===== src/rtl/target_serial_bridge.sv =====
// target_serial_bridge
//   Target-end responder for the bit-serial bus. It collects a request
//   frame (address, then write data for writes) from the serial bus,
//   issues it to a plain parallel target, waits for the target to finish,
//   returns read data serially, and pulses bus_ack on completion. Only one
//   transaction is in flight at a time, and split transactions are not
//   supported.
//
//   Optional feature macro: TARGET_SERIAL_BRIDGE_TIMEOUT_EN
//     When defined, WAIT_TGT gives up after TIMEOUT_CYCLES cycles. It then
//     pulses timeout_err and returns to IDLE without sending bus_ack.
//     When undefined, WAIT_TGT waits indefinitely and timeout_err stays 0.
//
// Ports
//   clk, rst_n               clock, asynchronous active-low reset
//   bus_addr_bit(_valid)     serial address bit plus strobe (LSB first)
//   bus_data_bit(_valid)     serial write-data bit plus strobe (LSB first)
//   bus_rw                   1 = write; sampled with the first address bit
//   port_ready               bridge idle; a new frame may start
//   bus_data_out_bit/_valid  serial read data back to the bus
//   bus_ack                  one-cycle completion pulse
//   timeout_err              one-cycle pulse when the target times out
//   target_addr_in(_valid)   parallel address plus one-cycle strobe
//   target_data_in(_valid)   parallel write data plus one-cycle strobe
//   target_rw                direction; held until the bridge is back in IDLE
//   target_data_out(_valid)  read data from the target
//   target_ack               target completion
//   target_ready             target can accept a request
module target_serial_bridge #(
   parameter int ADDR_WIDTH     = 16,
   parameter int DATA_WIDTH     = 8,
   parameter int TIMEOUT_CYCLES = 64
) (
   input  logic                  clk,
   input  logic                  rst_n,
   input  logic                  bus_addr_bit,
   input  logic                  bus_addr_bit_valid,
   input  logic                  bus_data_bit,
   input  logic                  bus_data_bit_valid,
   input  logic                  bus_rw,
   output logic                  port_ready,
   output logic                  bus_data_out_bit,
   output logic                  bus_data_out_valid,
   output logic                  bus_ack,
   output logic                  timeout_err,
   output logic [ADDR_WIDTH-1:0] target_addr_in,
   output logic                  target_addr_in_valid,
   output logic [DATA_WIDTH-1:0] target_data_in,
   output logic                  target_data_in_valid,
   output logic                  target_rw,
   input  logic [DATA_WIDTH-1:0] target_data_out,
   input  logic                  target_data_out_valid,
   input  logic                  target_ack,
   input  logic                  target_ready
);

   localparam int AC_W = $clog2(ADDR_WIDTH + 1);
   localparam int DC_W = $clog2(DATA_WIDTH + 1);
   localparam logic [AC_W-1:0] ADDR_LAST = AC_W'(ADDR_WIDTH - 1);
   localparam logic [DC_W-1:0] DATA_LAST = DC_W'(DATA_WIDTH - 1);

   typedef enum logic [2:0] {
      IDLE, RX_ADDR, RX_DATA, ISSUE, WAIT_TGT, TX_DATA, ACK
   } state_t;

   state_t                state, state_nx;
   logic [AC_W-1:0]       addr_cnt;
   logic [DC_W-1:0]       data_cnt;   // RX data bit index, then reused for TX
   logic [DATA_WIDTH-1:0] rd_data;
   logic                  ack_seen, data_seen;
   logic                  ack_now, data_now, done;
   logic                  tmo_hit;

   // Completion also counts events arriving in the current cycle, so ack and
   // data may come in either order or together.
   assign ack_now  = ack_seen  | target_ack;
   assign data_now = data_seen | target_data_out_valid;
   assign done     = target_rw ? ack_now : (ack_now & data_now);

`ifdef TARGET_SERIAL_BRIDGE_TIMEOUT_EN
   localparam int TW = $clog2(TIMEOUT_CYCLES + 1);
   logic [TW-1:0] tmo_cnt;

   // The counter is zero on entry to WAIT_TGT. It fires in the
   // TIMEOUT_CYCLES-th cycle spent there, so it never wraps.
   always_ff @(posedge clk or negedge rst_n) begin
      if (!rst_n)                tmo_cnt <= '0;
      else if (state != WAIT_TGT) tmo_cnt <= '0;
      else                       tmo_cnt <= tmo_cnt + TW'(1);
   end
   assign tmo_hit = (state == WAIT_TGT) && (tmo_cnt == TW'(TIMEOUT_CYCLES - 1));
`else
   // Without the feature there is never a timeout. The expression is always
   // false and only keeps the parameter referenced.
   assign tmo_hit = (TIMEOUT_CYCLES < 0);
`endif

   always_ff @(posedge clk or negedge rst_n) begin
      if (!rst_n) state <= IDLE;
      else        state <= state_nx;
   end

   always_comb begin
      state_nx             = state;
      port_ready           = 1'b0;
      target_addr_in_valid = 1'b0;
      target_data_in_valid = 1'b0;
      bus_data_out_valid   = 1'b0;
      bus_ack              = 1'b0;
      timeout_err          = 1'b0;
      case (state)
         IDLE: begin
            port_ready = 1'b1;
            if (bus_addr_bit_valid)
               state_nx = (ADDR_WIDTH == 1) ? (bus_rw ? RX_DATA : ISSUE) : RX_ADDR;
         end
         RX_ADDR:
            if (bus_addr_bit_valid && addr_cnt == ADDR_LAST)
               state_nx = target_rw ? RX_DATA : ISSUE;
         RX_DATA:
            if (bus_data_bit_valid && data_cnt == DATA_LAST)
               state_nx = ISSUE;
         ISSUE:
            if (target_ready) begin
               target_addr_in_valid = 1'b1;
               target_data_in_valid = target_rw;
               state_nx             = WAIT_TGT;
            end
         WAIT_TGT:
            if (done) begin
               // Completion beats a timeout that expires in the same cycle.
               state_nx = target_rw ? ACK : TX_DATA;
            end else if (tmo_hit) begin
               timeout_err = 1'b1;
               state_nx    = IDLE;
            end
         TX_DATA: begin
            bus_data_out_valid = 1'b1;
            if (data_cnt == DATA_LAST) state_nx = ACK;
         end
         ACK: begin
            bus_ack  = 1'b1;
            state_nx = IDLE;
         end
         default: state_nx = IDLE;
      endcase
   end

   // TX bit select; the output is held low outside TX_DATA.
   always_comb begin
      bus_data_out_bit = 1'b0;
      for (int i = 0; i < DATA_WIDTH; i++)
         if (state == TX_DATA && data_cnt == DC_W'(i)) bus_data_out_bit = rd_data[i];
   end

   always_ff @(posedge clk or negedge rst_n) begin
      if (!rst_n) begin
         target_addr_in <= '0;
         target_data_in <= '0;
         target_rw      <= 1'b0;
         addr_cnt       <= '0;
         data_cnt       <= '0;
         rd_data        <= '0;
         ack_seen       <= 1'b0;
         data_seen      <= 1'b0;
      end else begin
         case (state)
            IDLE:
               if (bus_addr_bit_valid) begin
                  target_addr_in[0] <= bus_addr_bit;
                  target_rw         <= bus_rw;
                  addr_cnt          <= AC_W'(1);
                  data_cnt          <= '0;
               end
            RX_ADDR:
               if (bus_addr_bit_valid) begin
                  for (int i = 0; i < ADDR_WIDTH; i++)
                     if (addr_cnt == AC_W'(i)) target_addr_in[i] <= bus_addr_bit;
                  addr_cnt <= addr_cnt + AC_W'(1);
               end
            RX_DATA:
               if (bus_data_bit_valid) begin
                  for (int i = 0; i < DATA_WIDTH; i++)
                     if (data_cnt == DC_W'(i)) target_data_in[i] <= bus_data_bit;
                  data_cnt <= data_cnt + DC_W'(1);
               end
            ISSUE:
               if (target_ready) data_cnt <= '0;
            WAIT_TGT:
               if (timeout_err) begin
                  ack_seen  <= 1'b0;
                  data_seen <= 1'b0;
                  addr_cnt  <= '0;
                  target_rw <= 1'b0;
               end else begin
                  if (target_ack) ack_seen <= 1'b1;
                  if (target_data_out_valid) begin
                     data_seen <= 1'b1;
                     rd_data   <= target_data_out;
                  end
               end
            TX_DATA:
               data_cnt <= data_cnt + DC_W'(1);
            ACK: begin
               ack_seen  <= 1'b0;
               data_seen <= 1'b0;
               addr_cnt  <= '0;
               data_cnt  <= '0;
               target_rw <= 1'b0;
            end
            default: ;
         endcase
      end
   end

endmodule


===== config.mk =====
export PLATFORM = sky130hd
export DESIGN_NAME = target_serial_bridge
export DESIGN_NICKNAME = d
export VERILOG_FILES = /design/src/rtl/target_serial_bridge.sv
export SDC_FILE = /design/constraint.sdc
export NUM_CORES = 1
export LEC_CHECK = 0
export BUFFER_PORTS_ARGS = -buffer_cell sky130_fd_sc_hd__buf_2
export CORE_UTILIZATION = 35
export CTS_CLUSTER_DIAMETER = 30
export CTS_CLUSTER_SIZE = 28
export DETAILED_ROUTE_END_ITERATION = 12
export PLACE_DENSITY = 0.64
export REMOVE_ABC_BUFFERS = 1
export SLEW_MARGIN = 25
export SYNTH_ARGS = -nofsm -noshare
export SYNTH_HDL_FRONTEND = slang
export SYNTH_SLANG_ARGS = --single-unit

===== constraint.sdc =====
create_clock -name clk -period 2 [get_ports clk]
set_clock_uncertainty 0.15 [all_clocks]
set_input_delay 0.3 -clock clk [delete_from_list [all_inputs] [get_ports clk]]
set_output_delay 0.3 -clock clk [all_outputs]
set_load 0.02 [all_outputs]

==> flow_summary.ini <==
[critical_path]
timing.critical_path.fanout_max = 4
crit_arrival_ns = 2.06
critPathCaptureType = output port
crit_type = register to output port
cp_data_required_time_ns = 1.55
setup.worst_path.start_class = register

[global_routing]
globalRoute.totalOverflow = 0
antenna_found_initial = 0
grt_start_max_net_pins = 31
first_pass_grt_wire_length_mm = 10.2
groute.usage.overall = 0.171
number_of_global_route_vias_before_repair = 2183

[cells_and_area]
insertedDiodeCount = 0
proportion_of_layout_cells_with_a_drive_suffix_above_1 = 0.444
layout.area.seq_mm2 = 0.00118
final_cell_mix = sky130_fd_sc_hd__buf_2 (47), sky130_fd_sc_hd__dfrtp_1 (45), sky130_fd_sc_hd__buf_4 (36)
multi_input_comb_area_mm2 = 0.00133
design_area_mm2 = 0.00341
layout.filler_cells = 666
final_nets = 357
layout.cells.most_common = sky130_fd_sc_hd__buf_2
final_cells = 427
area_growth_syn_to_layout_pct = 34.0

[power]
worst_ir_drop_vdd_uv = 582
switchingPower_mw = 1.92
cell_internal_pwr_mw = 3.04
p_per_area_mw_per_mm2 = 1450
seqPwrFrac = 0.307
share_clk_of_total_power = 0.168
p_comb_frac = 0.525
power_switching_share = 0.386
leakagePower_nw = 1.63

[synth]
post_synth_xor_area_fraction = 0
postSynth.topFlopCell = sky130_fd_sc_hd__dfrtp_1
synth.mux.area_fraction = 0.149
dominant_combinational_cell_family_by_area_after_synthesis = simple AND/OR/NAND/NOR gates
adder_cell_share_of_the_synthesized_area = 0.0442
synth_cell_types = 48
synth_enable_flop_cells = 0
seq_area_frac_synth = 0.462
synth_compound_gate_area_share = 0.141
number_of_instances_in_the_synthesized_netlist = 246
async_reset_ff_frac = 1.00
synthesis.area_per_instance_um2 = 10.4
synth-simple-area-share = 0.162
syn-cell-area_mm2 = 0.00255
synth-warning-count = 0
postSynthRegisterBits = 47

[sta]
finalWorstSetupSlack_ns = -0.511
period_minus_slack_ns = 2.51
report.final.slew_viol_count = 0
hold_ws_ns = 0.0447
finalHoldViolations = 0
final_min_period_over_clock_period = 1.26
grt_setup_unrepaired = true
fmax_ghz = 0.398
final-setup-viol-count = 1

[clocking]
cts-htree-levels = 2
worst_skew_late_latency_ns = 0.31
cts.sink_count = 47
cts_root_buffer = sky130_fd_sc_hd__clkbuf_8
cts-buffers-inserted = 5
clock_tree_from_tritoncts = built
clk_transition_reported_paths_ns = 0.09
ctsLongestPathBuffers = 2

[placement]
gp_congestion = 0.803
dp_worst_setup_slack_ns = -0.310
dpl.hpwl_mm = 4.47
buffer_ports.inserted = 48
placement.cell_area_mm2 = 0.00308
placed_instances = 405

[route]
antenna_violating_nets_post_route = 0
drt-pass1-iter-count = 4
drc = 0
route.final.wire_length_mm = 6.15
initialDrtViolationCount = 68
route.detailed.wl_per_inst_um = 14.4
detailroute.via_count = 2142
avgViaCountPerCell = 5.02

[floorplanning]
die_height_um = 87.3
die_width_um = 87.3
ios = 50
die_area_mm2 = 0.00762
std_cell_rows = 30
coreArea_mm2 = 0.00691
initial_core_util = 0.369

[status]
run_status = complete, but fails checks
failing_checks = setup timing

[hold_path]
hold_path.class = input port to register

[run]
max-cap-violations = 0
## cell type report
type | instances | area share
inverter | 10 | 0.0121
timing repair buffer | 90 | 0.176
clock inverter | 3 | 0.0198
clock buffer | 5 | 0.0202
tap | 96 | 0.0352
sequential | 47 | 0.346
multi-input combinational | 176 | 0.391
## cells in the mapped netlist, types with 3 or more instances
cell	number	area (um^2)
sky130_fd_sc_hd__a21oi_1	12	60.1
sky130_fd_sc_hd__dfrtp_1	47	1180
sky130_fd_sc_hd__and2_1	3	18.8
sky130_fd_sc_hd__buf_2	4	20.0
sky130_fd_sc_hd__ha_1	9	113
sky130_fd_sc_hd__nand2b_1	6	37.5
sky130_fd_sc_hd__a21o_1	3	22.5
sky130_fd_sc_hd__clkbuf_1	6	22.5
sky130_fd_sc_hd__nor2b_1	4	25.0
sky130_fd_sc_hd__nor3_1	5	25.0
sky130_fd_sc_hd__mux2_2	30	338
sky130_fd_sc_hd__o21ai_0	12	60.1
sky130_fd_sc_hd__nand3_1	10	50.1
sky130_fd_sc_hd__nand2_1	18	67.6
sky130_fd_sc_hd__a31oi_1	4	25.0
sky130_fd_sc_hd__nor2_1	20	75.1
sky130_fd_sc_hd__a211oi_1	3	22.5
sky130_fd_sc_hd__inv_1	10	37.5
sky130_fd_sc_hd__mux2i_1	3	30.0
## sequential cells by signal, summed over array words and instances (netlist names)
| signal | cells |
|---|---|
| target_rw | 1 |
| state | 3 |
| rd_data | 8 |
| data_seen | 1 |
| data_cnt | 4 |
| target_data_in | 8 |
| ack_seen | 1 |
| addr_cnt | 5 |
| target_addr_in | 16 |
## per-stage QoR
| stage | setup TNS (ns) | utilization | power [mW] |
|---|---|---|---|
| final | -0.511 | 0.494 | 4.96 |
| after global routing | -0.669 | 0.494 | 5.32 |
| after CTS | -0.503 | 0.476 | 4.76 |
| after detailed placement | -0.310 | 0.445 | 3.81 |
| after global placement | -0.241 | 0.445 | 3.74 |
| after floorplan | -3.22 | - | 2.91 |
## cells by family after synthesis
logic type | count (synthesis)
muxes | 34
DFF | 47
AOI/OAI and AO/OA | 54
other | 1
and+or+nand+nor | 78
buffers and inverters | 23
adders and majority gates | 9
## power by group through the flow
stage	clock network (mW)	logic, mW	registers [mW]
after detailed placement	0	2.25	1.56
after floorplan	0	1.14	1.77
after global routing	0.882	2.88	1.56
after CTS	0.849	2.37	1.54
final	0.836	2.60	1.52
after global placement	0	2.20	1.54
## critical path: stages (launching register included)
cell	delay, ns
sky130_fd_sc_hd__dfrtp_1	0.42
sky130_fd_sc_hd__inv_2	0.08
sky130_fd_sc_hd__ha_4	0.16
sky130_fd_sc_hd__nand4bb_1	0.20
sky130_fd_sc_hd__a221oi_2	0.24
sky130_fd_sc_hd__a21oi_1	0.07
sky130_fd_sc_hd__a2111oi_1	0.35
sky130_fd_sc_hd__buf_2	0.24
## metal layers
layer	track usage	wire length, um
met1	0.207	2750
met5	0	0
met2	0.302	3040
met4	0.0566	104
met3	0.0351	256
## worst paths after layout
check	slack, ns	start	endpoint	depth (start not counted)
min in group asynchronous	0.31	rst_n	target_data_in[4]	2
max	-0.51	data_cnt[1]	bus_data_out_bit	7
min	0.04	target_data_out[6]	rd_data[6]	3
max reg2reg	0.06	state[1]	target_addr_in[0]	6
min reg2reg	0.34	data_seen	data_seen	1
max in group asynchronous	0.87	rst_n	state[0]	3
## what timing repair did
item,in CTS,in global routing
buffers inserted,3,10
gates cloned,0,0
endpoints found under the hold margin,17,0
resized for setup,11,15
setup endpoints to repair,4,10
hold buffers,1,0
pin swaps,4,2
Note: power is estimated with default switching activity, not from simulation.
